--- src/rtl/display_scheduler.sv ---
// display_scheduler: selects the 7-segment page and RAM-viewer word, with auto/manual rotation after halt.
module display_scheduler #(
  parameter int TICK_DIV       = 100_000,
  parameter int DWELL_TICKS    = 2000,
  parameter int DEBOUNCE_TICKS = 20,
  parameter int RAM_WORDS      = 32,
  parameter int ADDR_W         = 5
) (
  input  logic              clk,
  input  logic              rst,
  input  logic              cpu_halt,
  input  logic              btn_next,
  input  logic              btn_auto,
  output logic [2:0]        display_op,
  output logic [ADDR_W-1:0] ram_display_addr,
  output logic              auto_mode,
  output logic              tick
);
  typedef enum logic [2:0] {
    PROG   = 3'b000,
    TOTAL  = 3'b001,
    UNCOND = 3'b011,
    COND   = 3'b111,
    BUBBLE = 3'b101,
    RAM    = 3'b010
  } state_t;
  localparam int TW = $clog2(TICK_DIV);
  localparam int DW = $clog2(DWELL_TICKS + 1);
  localparam int BW = $clog2(DEBOUNCE_TICKS + 1);
  logic [TW-1:0]     div_cnt;
  logic [1:0]        s1, s2, press;
  logic [DW-1:0]     dwell, dwell_n;
  logic [ADDR_W-1:0] addr_n;
  state_t            state, state_n;
  logic              auto_n, run, adv;
  assign tick = div_cnt == TW'(TICK_DIV - 1);
  assign display_op = state;
  always_ff @(posedge clk or posedge rst)
    if (rst) begin
      div_cnt <= '0;
      s1 <= '0;
      s2 <= '0;
    end else begin
      div_cnt <= tick ? '0 : div_cnt + 1'b1;
      s1 <= {btn_auto, btn_next};
      s2 <= s1;
    end
  // bit 0 = next, bit 1 = auto; a press fires in the same clk the debounced level rises
  for (genvar b = 0; b < 2; b++) begin : g_btn
    logic [BW-1:0] cnt;
    logic          lvl, fire;
    assign fire = tick && (s2[b] != lvl) && cnt == BW'(DEBOUNCE_TICKS - 1);
    assign press[b] = fire & s2[b];
    always_ff @(posedge clk or posedge rst)
      if (rst) begin
        cnt <= '0;
        lvl <= 1'b0;
      end else if (tick) begin
        cnt <= (s2[b] == lvl || fire) ? '0 : cnt + 1'b1;
        lvl <= fire ? s2[b] : lvl;
      end
  end
  always_comb begin
    run = state != PROG && cpu_halt;
    adv = run && (press[0] || (auto_mode && tick && dwell == DW'(DWELL_TICKS - 1)));
    auto_n = auto_mode ^ (run && press[1]);
    state_n = state;
    addr_n = ram_display_addr;
    dwell_n = dwell;
    if (state == PROG || !cpu_halt) begin
      state_n = cpu_halt ? TOTAL : PROG;
      addr_n = '0;
      dwell_n = '0;
    end else if (adv) begin
      dwell_n = '0;
      addr_n = state == RAM ? ram_display_addr + 1'b1 : ram_display_addr;
      state_n = state == TOTAL  ? UNCOND :
                state == UNCOND ? COND   :
                state == COND   ? BUBBLE :
                state == BUBBLE ? RAM    :
                ram_display_addr == ADDR_W'(RAM_WORDS - 1) ? TOTAL : RAM;
    end else if (press[1]) begin
      dwell_n = '0;
    end else if (auto_mode && tick) begin
      dwell_n = dwell + 1'b1;
    end
  end
  always_ff @(posedge clk or posedge rst)
    if (rst) begin
      state <= PROG;
      ram_display_addr <= '0;
      dwell <= '0;
      auto_mode <= 1'b1;
    end else begin
      state <= state_n;
      ram_display_addr <= addr_n;
      dwell <= dwell_n;
      auto_mode <= auto_n;
    end
endmodule

--- config.mk ---
export PLATFORM = sky130hd
export DESIGN_NAME = display_scheduler
export DESIGN_NICKNAME = d
export VERILOG_FILES = /design/src/rtl/display_scheduler.sv
export SDC_FILE = /design/constraint.sdc
export NUM_CORES = 1
export LEC_CHECK = 0
export CORE_MARGIN = 5
export CORE_UTILIZATION = 59
export DETAILED_ROUTE_END_ITERATION = 16
export PLACE_DENSITY = 0.83
export SLEW_MARGIN = 20
export SYNTH_ARGS = -nofsm -noshare
export SYNTH_HDL_FRONTEND = slang
export SYNTH_SLANG_ARGS = --single-unit
--- constraint.sdc ---
create_clock -name clk -period 3.2 [get_ports clk]
set_clock_uncertainty 0.15 [all_clocks]
set_input_delay 0.32 -clock clk [delete_from_list [all_inputs] [get_ports clk]]
set_output_delay 0.32 -clock clk [all_outputs]
set_load 0.01 [all_outputs]
# After elaboration in Yosys (flattened, before gate mapping)
# Cells that the tools add are included.
# word_totals
register_bits	53
output_inout_bits	10
inputBits	5
# op_classes
reduce_logical	22
n_mux	18
n_addsub	5
bitwise_logic	3
eq_ne	14
# op_table
cell	count
$mux W11	4
$mux W5	5
$add A17 B1 Y17 const B	1
$eq A17 B17 Y1 const B	1
$mux W17	1
$add A5 B1 Y5 const B	3
$eq A5 B5 Y1 const B	3
$mux W3	5
$add A11 B1 Y11 const B	1
$eq A11 B11 Y1 const B	1
$logic_and A1 B1 Y1	9
$eq A3 B2 Y1 const B	2
$eq A3 B3 Y1 const B	2
$reduce_and A2 Y1	3
$logic_or A1 B1 Y1	4
$mux W2	2
$reduce_bool A2 Y1	2
$reduce_bool A4 Y1	1
$eq A3 B1 Y1 const B	1
$logic_not A3 Y1	1
$reduce_bool A3 Y1	1
$and A1 B1 Y1	2
$eq A1 B1 Y1	2
$ne A1 B1 Y1	2
3 further kinds	3

# Depth between registers and ports, before layout
# logic_depth
depth_word	8
depth_mapped	9

# Worst setup path after synthesis
# No wires, ideal clock.
# synth_timing
kind	register -> output
start	register div_cnt[12]
end	output tick
t_required_ns	2.730
path_stages_with_launch	7
path_buffers	3
setup_slack_ns	0.692
t_arrival_ns	2.038
path_cell_list	dfrtp_1 -> or4b_1 -> or4_1 -> buf_6 -> inv_1 -> buf_2 -> buf_2
# synth_between
elab_chain_cells	1
# synth_rtl
item	line	text
from (decl)	30	logic [TW-1:0] div_cnt;
from (signal assigned)	44	div_cnt <= tick ? '0 : div_cnt + 1'b1;
$eq A17 B17 Y1	36	assign tick = div_cnt == TW'(TICK_DIV - 1);
to (decl)	17	output logic tick
# Every way passes these cells.

# Worst setup path in the final report
# Ends and elaborated chain as after synthesis.

==> summary.md <==
| Metric | Value |
|---|---|
| Synthesized area | `0.00260 mm2` |
| First drt pass iteration count | `4` |
| Num CTS Buffers | `5` |
| Adder-cell share of the synthesized area | `2.88%` |
| R2R cell count | `7` |
| Mux share of post-synthesis cell area | `1.25%` |
| I/O pin count | `15` |
| CTS root buffer | `clkbuf_8` |
| GRT Overall Usage | `between 10% and 20%` |
| CP max-delay cell | `or4_1` |
| Synth Area in XOR/XNOR | `6.72%` |
| Compound-Gate Fraction of Synth Area | `13.7%` |
| Top cell type's share of synthesized area | `50.0%` |
| Initial DRC count | `142` |
| Critical path class | `flop to output port` |
| Status | `completed` |
| CP arrival | `2.63 ns` |
| GPL Wtd Cong | `0.836` |
| WHS Path Cells | `0` |
| Vias | `1,995` |
| Hold Path Class | `flop to flop` |
| Yosys reg bits | `53` |
| M1 GR Usage | `24.8%` |
| Final setup fails | `0` |
| Die area | `0.00584 mm2` |
| Clk slew on worst S/H paths | `0.09 ns` |
| CTS tree | `yes` |
| Vias per inst | `5.97` |
| Final WL | `5000 um` |
| Diode count | `0` |
| Die H | `76.4 um` |
| Startpoint types | `flop` |
| PnR worst setup slack | `0.0990 ns` |
| Crit path max-delay family | `simple AND/OR/NAND/NOR gates` |
| Max-Cap Viols | `0` |
| Most Used Layer, Global Route | `met2` |
| Total gr overflow | `0` |
| Crit path buf inv count | `2` |
| Hold-fix buffers, CTS | `0` |
| Count leader, synth | `dfrtp_1` |
| PD cells | `379 mW/mm2` |
| Most instantiated cells after synthesis | `dfrtp_1 (52), nand2_1 (26), nor2_1 (20)` |
| Ys async rst share | `100%` |
| Number of global-route vias before repair | `2,018` |
| First-pass GRT wire length | `9080 um` |
| Placed cell area | `0.00282 mm2` |
| Cell taking the most area after synthesis | `dfrtp_1` |
| Initial antenna violation count | `0` |
| Largest family of logic cells by synthesized area | `simple AND/OR/NAND/NOR gates` |
| Final period util | `roughly 97%` |
| Slew HR | `48.1%` |
| Layout Nets | `292` |
| GRT met3 Usage | `about 3.4%` |
| Peak supply drop | `0.000309 V` |
| Hold WS | `0.205 ns` |
| Register area share after synthesis | `between 50% and 60%` |
| Post-synthesis cell count | `about 260` |
| Post-Synth Simple-Gate Area | `between 20% and 30%` |
| Layout area overhead | `12.2%` |
| Post-layout min period | `3.10 ns` |
| Netlist cell types | `52` |
| CP Data Required Time | `2.73 ns` |
| Crit path max fanout | `5` |
| Synthesis Warnings | `0` |
| Clock Sinks | `53` |
| Area contributors post-synth | `dfrtp_1 (50%), xnor2_1 (4.0%), nand2_1 (3.7%)` |
| Core Util, Final | `67.6%` |
| Die W | `76.4 um` |
| TNS Setup | `0 ns` |
| Clock latency on the worst-skew pair | `0.30 ns` |
| Max Slew Vio Count | `0` |
| Crit-path max cell delay | `0.65 ns` |
| CTS max path bufs | `2` |
| Syn_area_per_cell | `10.1 um2` |
| DRC Markers | `0` |
| GR Util met2 | `30.0%` |
| Max Clk Rate | `about 320 MHz` |
| Crit end category | `output port` |
| CORE AREA | `between 0.004 and 0.005 mm2` |
| IO Port Bufs | `14` |
| Initial Util | `60.2%` |
| Primary FF master, synth | `dfrtp_1` |
| DR WL/cell | `approximately 15 um` |
| Rows | `24` |
| Worst slack, placed | `0.353 ns` |
| Number of nets with antenna violations after routing | `0` |
| Syn nets | `between 200 and 300` |
| Static Leak | `1.28 nW` |
| EDFF count, synth | `0` |
| Proportion of layout cells with a drive suffix above 1 | `7.80%` |
| Crit path depth | `4` |
| # H-tree levels | `2` |
| Final HPWL DP | `3560 um` |
| CP cell instances | `or4b_1 -> or4_1 -> inv_2 -> clkdlybuf4s50_1` |
| Worst Tran Pin Value | `0.768 ns` |
| RSZ-0062 raised after global routing | `no` |
| Largest net degree at the start of global routing | `54` |
| Post-layout instance area | `0.00292 mm2` |
| Final Hold Viols | `0` |
-- routing by layer --
metal	vias to the layer above	wire length, um	share of wire (%)
li1	982	-	-
met1	979	2330	47
met2	29	2460	49
met3	5	170	3.4
met4	0	44	0.88
met5	-	0	0
-- what timing repair did --
item,in CTS,in global routing
setup endpoints to repair,0,1
gates resized for setup,0,1
buffers inserted,0,0
endpoints found under the hold margin,0,0
-- path summary, 6_finish.rpt --
| check | startpoint | end | slack (ns) |
|---|---|---|---|
| min in group asynchronous | rst | dwell[6]$_DFFE_PP0P_ | 0.35 |
| max in group asynchronous | rst | g_btn[0].lvl$_DFFE_PP0P_ | 2.11 |
| hold reg to reg | s1[1]$_DFF_PP0_ | s2[1]$_DFF_PP0_ | 0.21 |
| setup / recovery | div_cnt[12]$_DFF_PP0_ | tick | 0.1 |
| setup reg to reg | div_cnt[12]$_DFF_PP0_ | ram_display_addr[4]$_DFFE_PP0P_ | 0.37 |
| hold / removal | s1[1]$_DFF_PP0_ | s2[1]$_DFF_PP0_ | 0.21 |
-- registers in the layout, indices dropped and copies added (netlist names) --
register and flops:
g_btn.cnt 10, s2 2, s1 2, display_op 3, auto_mode 1, dwell 11
g_btn.lvl 2, div_cnt 17, ram_display_addr 5
-- logic make-up after synthesis --
group                      count (synthesis)
AOI/OAI and AO/OA                         55
xor gates and xnor gates                  20
adders and majority gates                  6
buffers and inverters                     12
DFF                                       53
muxes                                      3
and+or+nand+nor                          110
-- power breakdown --
part	total (mW)	switching, mW	internal, mW	leakage [nW]
registers	0.675	0.00310	0.672	0.711
clock network	0.397	0.202	0.196	0.0542
logic	0.0348	0.0241	0.0107	0.519
total	1.11	0.229	0.879	1.28
-- cell usage in the layout, fill, tap and decap left out, types with 2 or more instances in the layout --
cell type,count
a21boi_0,2
a21o_1,2
a21oi_1,10
a22o_1,2
a31oi_1,7
a32o_1,3
and2_1,4
and3_1,8
buf_4,6
clkbuf_8,7
clkdlybuf4s50_1,14
dfrtp_1,52
ha_1,6
inv_1,5
inv_2,2
mux2_2,2
nand2_1,26
nand2b_1,3
nand3_1,18
nand4_1,6
nor2_1,20
nor2b_1,3
nor3_1,6
nor4_1,2
nor4bb_1,2
o21ai_0,16
o31ai_1,2
or2b_1,2
or4b_1,2
xnor2_1,12
xor2_1,8
-- metrics by stage --
stage          instances  total power, mW
3_3_place_gp         326            0.724
2_1_floorplan        259            0.709
3_5_place_dp         326            0.724
5_1_grt              334             1.16
4_1_cts              334             1.12
6_report             334             1.11
-- final cells by class --
| cell class | count | area, um2 |
|---|---|---|
| Sequential cell | 53 | 1330 |
| Inverter | 7 | 26.3 |
| Tap cell | 52 | 65.1 |
| Clock inverter | 1 | 5.00 |
| Clock buffer | 7 | 96.3 |
| Fill cell | 332 | 1400 |
| Multi-Input combinational cell | 194 | 1220 |
| Timing Repair Buffer | 20 | 185 |
Note: power is estimated with default switching activity, not from simulation.
